--- src/rtl/sync_fifo_pkg.sv ---
// Shared widths, reset values and flag-vector layout for sync_fifo_ctrl and fifo_mem.
package sync_fifo_pkg;

    function automatic int addr_w(input int depth);
        return (depth < 2) ? 1 : $clog2(depth);
    endfunction

    // The count needs one bit more than the pointers so that DEPTH itself is representable
    function automatic int cnt_w(input int depth);
        return addr_w(depth) + 1;
    endfunction

    localparam logic RST_VLD = 1'b0;
    localparam logic RST_ERR = 1'b0;
    localparam logic RST_SEL = 1'b0;

    localparam int FLG_FULL   = 0;
    localparam int FLG_EMPTY  = 1;
    localparam int FLG_AFULL  = 2;
    localparam int FLG_AEMPTY = 3;
    localparam int FLG_W      = 4;

endpackage

--- src/rtl/fifo_mem.sv ---
// Simple dual-port RAM, DATA_W x DEPTH, synchronous write and registered synchronous read.
module fifo_mem
    import sync_fifo_pkg::*;
#(
    parameter int DATA_W = 8,
    parameter int DEPTH  = 16,
    localparam int ADDR_W = addr_w(DEPTH)
) (
    input  logic              clk,
    input  logic              rst,
    input  logic              wr_en,
    input  logic [ADDR_W-1:0] wr_addr,
    input  logic [DATA_W-1:0] wr_data,
    input  logic              rd_en,
    input  logic [ADDR_W-1:0] rd_addr,
    output logic [DATA_W-1:0] rd_data
);

    logic [DATA_W-1:0] mem [DEPTH];
    logic [DATA_W-1:0] rd_data_q;

    // Storage is intentionally not reset
    always_ff @(posedge clk) begin
        if (wr_en) begin
            mem[wr_addr] <= wr_data;
        end
    end

    // Read-before-write when both ports hit the same address
    always_ff @(posedge clk or negedge rst) begin
        if (!rst) begin
            rd_data_q <= '0;
        end else if (rd_en) begin
            rd_data_q <= mem[rd_addr];
        end
    end

    assign rd_data = rd_data_q;

endmodule

--- src/rtl/sync_fifo_ctrl.sv ---
// Single-clock FIFO: pointers, occupancy count, threshold flags, error pulses and output stage.
// Define SYNC_FIFO_FWFT_EN for first-word-fall-through; default is a 1-cycle registered read.
module sync_fifo_ctrl
    import sync_fifo_pkg::*;
#(
    parameter int DATA_W = 8,
    parameter int DEPTH  = 16,
    parameter int AF_LVL = DEPTH - 2,
    parameter int AE_LVL = 2,
    localparam int ADDR_W = addr_w(DEPTH),
    localparam int CNT_W  = cnt_w(DEPTH)
) (
    input  logic              clk,
    input  logic              rst,
    input  logic              we,
    input  logic [DATA_W-1:0] wr_data,
    input  logic              re,
    output logic [DATA_W-1:0] rd_data,
    output logic              rd_valid,
    output logic              full,
    output logic              empty,
    output logic              almost_full,
    output logic              almost_empty,
    output logic [CNT_W-1:0]  count,
    output logic              overflow,
    output logic              underflow
);

    generate
        if (DEPTH < 2 || (DEPTH & (DEPTH - 1)) != 0) begin : g_bad_depth
            $error("sync_fifo_ctrl: DEPTH must be a power of two >= 2");
        end
        if (AF_LVL < 1 || AF_LVL > DEPTH) begin : g_bad_af
            $error("sync_fifo_ctrl: AF_LVL must lie in 1..DEPTH");
        end
        if (AE_LVL < 0 || AE_LVL > DEPTH - 1) begin : g_bad_ae
            $error("sync_fifo_ctrl: AE_LVL must lie in 0..DEPTH-1");
        end
    endgenerate

    logic [ADDR_W-1:0] wr_ptr_q, wr_ptr_d;
    logic [ADDR_W-1:0] rd_ptr_q, rd_ptr_d;
    logic [CNT_W-1:0]  count_q, count_d;
    logic              vld_q, vld_d;
    logic              ovf_q, ovf_d;
    logic              unf_q, unf_d;

    logic              rd_acc, wr_acc;
    logic              mem_we, mem_re;
    logic [DATA_W-1:0] mem_rdata;
    logic [FLG_W-1:0]  flags;

    always_comb begin
        flags             = '0;
        flags[FLG_FULL]   = (count_q == CNT_W'(DEPTH));
`ifdef SYNC_FIFO_FWFT_EN
        flags[FLG_EMPTY]  = !vld_q;
`else
        flags[FLG_EMPTY]  = (count_q == '0);
`endif
        flags[FLG_AFULL]  = (count_q >= CNT_W'(AF_LVL));
        flags[FLG_AEMPTY] = (count_q <= CNT_W'(AE_LVL));
    end

`ifdef SYNC_FIFO_FWFT_EN
    logic              sel_q, sel_d;
    logic [DATA_W-1:0] byp_q;
    logic              ram_empty, load, byp_load;

    // The output stage holds the head word; the RAM holds everything behind it
    always_comb begin
        rd_acc    = re && vld_q;
        wr_acc    = we && (!flags[FLG_FULL] || rd_acc);
        ram_empty = (count_q == CNT_W'(vld_q));
        load      = !vld_q || rd_acc;
        mem_re    = load && !ram_empty;
        byp_load  = wr_acc && load && ram_empty;
        mem_we    = wr_acc && !byp_load;
        vld_d     = load ? (mem_re || byp_load) : vld_q;
        sel_d     = sel_q;
        if (byp_load) begin
            sel_d = 1'b1;
        end else if (mem_re) begin
            sel_d = 1'b0;
        end
    end

    always_ff @(posedge clk or negedge rst) begin
        if (!rst) begin
            sel_q <= RST_SEL;
            byp_q <= '0;
        end else begin
            sel_q <= sel_d;
            if (byp_load) begin
                byp_q <= wr_data;
            end
        end
    end

    assign rd_data = sel_q ? byp_q : mem_rdata;
`else
    always_comb begin
        rd_acc = re && !flags[FLG_EMPTY];
        wr_acc = we && (!flags[FLG_FULL] || rd_acc);
        mem_re = rd_acc;
        mem_we = wr_acc;
        vld_d  = rd_acc;
    end

    assign rd_data = mem_rdata;
`endif

    always_comb begin
        wr_ptr_d = wr_ptr_q;
        rd_ptr_d = rd_ptr_q;
        count_d  = count_q;
        ovf_d    = we && !wr_acc;
        unf_d    = re && !rd_acc;
        if (mem_we) begin
            wr_ptr_d = wr_ptr_q + ADDR_W'(1);
        end
        if (mem_re) begin
            rd_ptr_d = rd_ptr_q + ADDR_W'(1);
        end
        if (wr_acc && !rd_acc) begin
            count_d = count_q + CNT_W'(1);
        end else if (rd_acc && !wr_acc) begin
            count_d = count_q - CNT_W'(1);
        end
    end

    always_ff @(posedge clk or negedge rst) begin
        if (!rst) begin
            wr_ptr_q <= '0;
            rd_ptr_q <= '0;
            count_q  <= '0;
            vld_q    <= RST_VLD;
            ovf_q    <= RST_ERR;
            unf_q    <= RST_ERR;
        end else begin
            wr_ptr_q <= wr_ptr_d;
            rd_ptr_q <= rd_ptr_d;
            count_q  <= count_d;
            vld_q    <= vld_d;
            ovf_q    <= ovf_d;
            unf_q    <= unf_d;
        end
    end

    fifo_mem #(
        .DATA_W (DATA_W),
        .DEPTH  (DEPTH)
    ) u_mem (
        .clk     (clk),
        .rst     (rst),
        .wr_en   (mem_we),
        .wr_addr (wr_ptr_q),
        .wr_data (wr_data),
        .rd_en   (mem_re),
        .rd_addr (rd_ptr_q),
        .rd_data (mem_rdata)
    );

    assign rd_valid     = vld_q;
    assign full         = flags[FLG_FULL];
    assign empty        = flags[FLG_EMPTY];
    assign almost_full  = flags[FLG_AFULL];
    assign almost_empty = flags[FLG_AEMPTY];
    assign count        = count_q;
    assign overflow     = ovf_q;
    assign underflow    = unf_q;

endmodule

--- config.mk ---
export PLATFORM = sky130hd
export DESIGN_NAME = sync_fifo_ctrl
export DESIGN_NICKNAME = d
export VERILOG_FILES = /design/src/rtl/sync_fifo_pkg.sv /design/src/rtl/fifo_mem.sv /design/src/rtl/sync_fifo_ctrl.sv
export SDC_FILE = /design/constraint.sdc
export NUM_CORES = 1
export LEC_CHECK = 0
export ABC_CLOCK_PERIOD_IN_PS = 3700
export CAP_MARGIN = 40
export CORE_MARGIN = 5
export CORE_UTILIZATION = 40
export DETAILED_ROUTE_END_ITERATION = 10
export GPL_ROUTABILITY_DRIVEN = 0
export SLEW_MARGIN = 15
export SYNTH_ARGS = -nofsm -noshare
export SYNTH_HDL_FRONTEND = slang
export SYNTH_SLANG_ARGS = --single-unit
--- constraint.sdc ---
create_clock -name clk -period 3.7 [get_ports clk]
set_input_delay 0.555 -clock clk [delete_from_list [all_inputs] [get_ports clk]]
set_output_delay 0.555 -clock clk [all_outputs]
set_load 0.005 [all_outputs]
==> results_dict.tcl <==
set metrics [dict create \
    slowest_stage_cell_crit_path "sky130_fd_sc_hd__or4_1" \
    std_cell_rows 45 \
    netlist_top_cells_area "sky130_fd_sc_hd__edfxtp_1, sky130_fd_sc_hd__mux4_2, sky130_fd_sc_hd__dfrtp_1" \
    worstHoldPathCells 1 \
    place.detailed.instances 541 \
    max-vdd-ir-drop_mv 0.4083 \
    ys_seq_elements 152 \
    yosys.area.top_type "sky130_fd_sc_hd__edfxtp_1" \
    syn_inst 326 \
    mean_instance_size_in_the_synthesized_netlist_sq_um 18.85 \
    fp.dieArea_sq_um 17940 \
    synth_edf_count 128 \
    antenna_found_initial 0 \
    wl_per_cell_um 21.26 \
    critical_path.endpoint_type "flip-flop" \
    postRouteAntennaNets 0 \
    worstPathBufferInverterCount 2 \
    leak_pwr_nw 2.530 \
    tritoncts_num_sinks 152 \
    synth-main-ff-cell "sky130_fd_sc_hd__edfxtp_1" \
    p_per_area_nw_per_um2 778.3 \
    setup_total_negative_slack_ns 0 \
    synthToLayoutAreaGrowth_pct 18.42 \
    via_per_inst 5.323 \
    ctsRootBufferMaster "sky130_fd_sc_hd__clkbuf_16" \
    worstPathRequired_ns 4.04 \
    cts_max_path_buffers 2 \
    post-route-drc-count 0 \
    postCtsSetupRepairBufs 0 \
    hold_violations 0 \
    critPathTopFamily "simple AND/OR/NAND/NOR gates" \
    type_of_the_worst_min_delay_path "reg -> reg" \
    most_common_cell_in_the_netlist "sky130_fd_sc_hd__edfxtp_1" \
    crit_chain "or4_1 -> o21ai_4 -> inv_2 -> ha_1 -> inv_1 -> ha_1 -> a21o_1 -> a21oi_1 -> mux2i_1 -> xnor2_1" \
    setup-violations-final 0 \
    post_route_cells_drive_above_1_share 0.2078 \
    most_common_cell_type_on_the_critical_path "sky130_fd_sc_hd__ha_1" \
    cts_resized 0 \
    synth_cell_type_count 41 \
    arrival_worst_endpoint_ns 3.44 \
    dr_total_vias 3050 \
    status "finished clean" \
    numCtsBuffers 17 \
    grt_start_max_net_pins 36 \
    grt_pass1_wl_um 19070 \
    grt_remaining_overflow 0 \
    cts-hold-fix-buffers 0 \
    clock-skew-final_ns 0.005586 \
    unrepaired_setup_endpoints_after_global_routing "no" \
    main_combinational_cell_family_by_area_after_synthesis "multiplexers" \
    final_wirelength_um 12180 \
    drtIter0Drc 196 \
    worst_setup_path_start_kind "flip-flop" \
    worstSetupPathDepth 10 \
    htree_num_levels 4 \
    fin_nets 394 \
    max_slew.worst_pin.slew_ns 0.6889 \
    floorplan.initialDensity 0.4058 \
    insertion_delay_ns 0.42 \
    timing.critical_path.fanout_max 7 \
    ys_top_cells_by_count "sky130_fd_sc_hd__edfxtp_1, sky130_fd_sc_hd__mux4_2, sky130_fd_sc_hd__dfrtp_1, sky130_fd_sc_hd__mux2i_1" \
    floorplan.core_area_sq_um 15150 \
    critical_path.max_stage_delay_ns 0.72 \
    width_of_the_die_um 134.0 \
    yosysWarningCount 0 \
    post_synth_fa_ha_maj_area_fraction 0.02158 \
    synth_top_area_share 0.6254 \
    synth_nets 348 \
    top_ports 32 \
    share_of_the_synthesized_area_in_compound_gates_ao_oa_aoi_oai 0.03888 \
    mux_contribution_to_synthesized_area 0.1331 \
    yosys.area_share.xor_xnor 0.01425 \
    path_clk_slew_ns 0.06 \
    async_set_or_reset_flop_fraction_in_the_synthesized_netlist 0.1579 \
    antenna_cells_inserted 0 \
    instances_no_fill 573 \
    dr_pass1_iterations 4 \
    final_min_period_over_clock_period 0.8368 \
    cap_violations 0 \
    final_period_minus_worst_setup_slack_ns 3.096 \
    seq_total_area_yosys 0.7231 \
    reg2reg_depth 10 \
    first_global_vias 3176 \
    placement.io_buffers 31 \
    post_synth_instance_area_sq_um 6146 \
    place.detailed.hpwl_um 7675 \
    setup.worst_path.class "reg -> reg" \
    peak_freq_mhz 323.0 \
    slew_violations 0 \
    slew-limit-headroom 0.5407 \
    synth_simple_gate_area_share 0.04418 \
    global_route.usage.total 0.1465 \
    clock_tree_from_tritoncts "yes" \
    die_height_um 134.0 \
]
## per-stage QoR
| stage | cell area, sq um | power [mW] | utilization | hold WS, ns | setup WS [ns] |
|---|---|---|---|---|---|
| global route | 7278 | 5.961 | 0.4805 | 0.4949 | 0.3786 |
| floorplan | 6146 | 3.456 | - | 0.2594 | 0.7369 |
| global placement | 6678 | 3.991 | 0.4409 | 0.4648 | 0.6408 |
| detailed placement | 6708 | 4.044 | 0.4429 | 0.4651 | 0.5790 |
| CTS | 7278 | 5.734 | 0.4805 | 0.4786 | 0.5947 |
| finish | 7278 | 5.664 | 0.4805 | 0.4750 | 0.6040 |
## logic make-up (layout without fill, tap and decap cells)
kind of cell,after synthesis,in the layout
AO/OA/AOI/OAI,32,32
XOR/XNOR,10,10
adder cells (fa/ha/maj),10,10
buffers and inverters,28,87
flip-flops,152,152
multiplexers,44,44
AND/OR/NAND/NOR,50,50
## layout make-up
cell class	count	area, sq um
Clock inverter	11	130.1
Inverter	11	43.79
Timing Repair Buffer	44	422.9
Sequential cell	152	4444
Fill cell	1224	7868
Multi-Input combinational cell	146	1562
Clock buffer	21	440.4
Tap cell	188	235.2
## worst reg2reg max path, cell delays in order (launching register included)
cell,delay (ns)
sky130_fd_sc_hd__dfrtp_1,0.47
sky130_fd_sc_hd__or4_1,0.72
sky130_fd_sc_hd__o21ai_4,0.33
sky130_fd_sc_hd__inv_2,0.13
sky130_fd_sc_hd__ha_1,0.23
sky130_fd_sc_hd__inv_1,0.15
sky130_fd_sc_hd__ha_1,0.29
sky130_fd_sc_hd__a21o_1,0.17
sky130_fd_sc_hd__a21oi_1,0.17
sky130_fd_sc_hd__mux2i_1,0.23
sky130_fd_sc_hd__xnor2_1,0.13
## report_power, final
part           internal [mW]  switching (mW)  leakage [nW]
sequential              2.13           0.211          1.45
clock                   1.05           0.642         0.279
combinational          0.833           0.804         0.804
total                   4.01            1.66          2.53
## cell usage in the layout, fill, tap and decap left out, types with 3 or more instances in the layout
master	netlist	final
sky130_fd_sc_hd__dfrtp_1	24	24
sky130_fd_sc_hd__o22ai_1	7	7
sky130_fd_sc_hd__ha_1	9	9
sky130_fd_sc_hd__clkbuf_16	0	17
sky130_fd_sc_hd__mux4_2	30	30
sky130_fd_sc_hd__buf_4	6	11
sky130_fd_sc_hd__clkbuf_1	6	4
sky130_fd_sc_hd__o21ai_0	3	3
sky130_fd_sc_hd__clkinv_2	0	5
sky130_fd_sc_hd__inv_1	9	9
sky130_fd_sc_hd__and3_1	5	5
sky130_fd_sc_hd__a21o_1	9	9
sky130_fd_sc_hd__nor2_1	10	10
sky130_fd_sc_hd__xnor2_1	9	9
sky130_fd_sc_hd__nand2_1	10	10
sky130_fd_sc_hd__nor4_1	5	3
sky130_fd_sc_hd__clkdlybuf4s50_1	0	31
sky130_fd_sc_hd__and2_1	5	5
sky130_fd_sc_hd__mux2i_1	12	12
sky130_fd_sc_hd__a211oi_1	7	7
sky130_fd_sc_hd__nand3_1	4	4
sky130_fd_sc_hd__bufinv_16	0	3
sky130_fd_sc_hd__edfxtp_1	128	128
## layer usage
metal / up-vias / part of all wire / global-route usage
met3: 20 / 0.045 / 0.03676
li1: 1381 / - / -
met1: 1576 / 0.46 / 0.1989
met5: - / 0 / 0
met4: 0 / 0.023 / 0.06400
met2: 73 / 0.47 / 0.2254
## state kept, by name, summed over array words and instances (netlist names)
name / flops
u_mem.mem: 128
overflow: 1
rd_ptr_q: 4
underflow: 1
wr_ptr_q: 4
rd_valid: 1
u_mem.rd_data: 8
count: 5
## path summary, 6_finish.rpt
| kind | startpoint | to | slack (ns) |
|---|---|---|---|
| min in group asynchronous | rst | count[3] | 0.49 |
| max in group asynchronous | rst | rd_ptr_q[1] | 2.72 |
| worst max register to register | count[0] | count[4] | 0.60 |
| worst min register to register | u_mem.rd_data[2] | u_mem.rd_data[2] | 0.48 |
| worst min-delay path | u_mem.rd_data[2] | u_mem.rd_data[2] | 0.48 |
| worst max-delay path | count[0] | count[4] | 0.60 |
No activity file was read; power rests on OpenSTA's default activity.
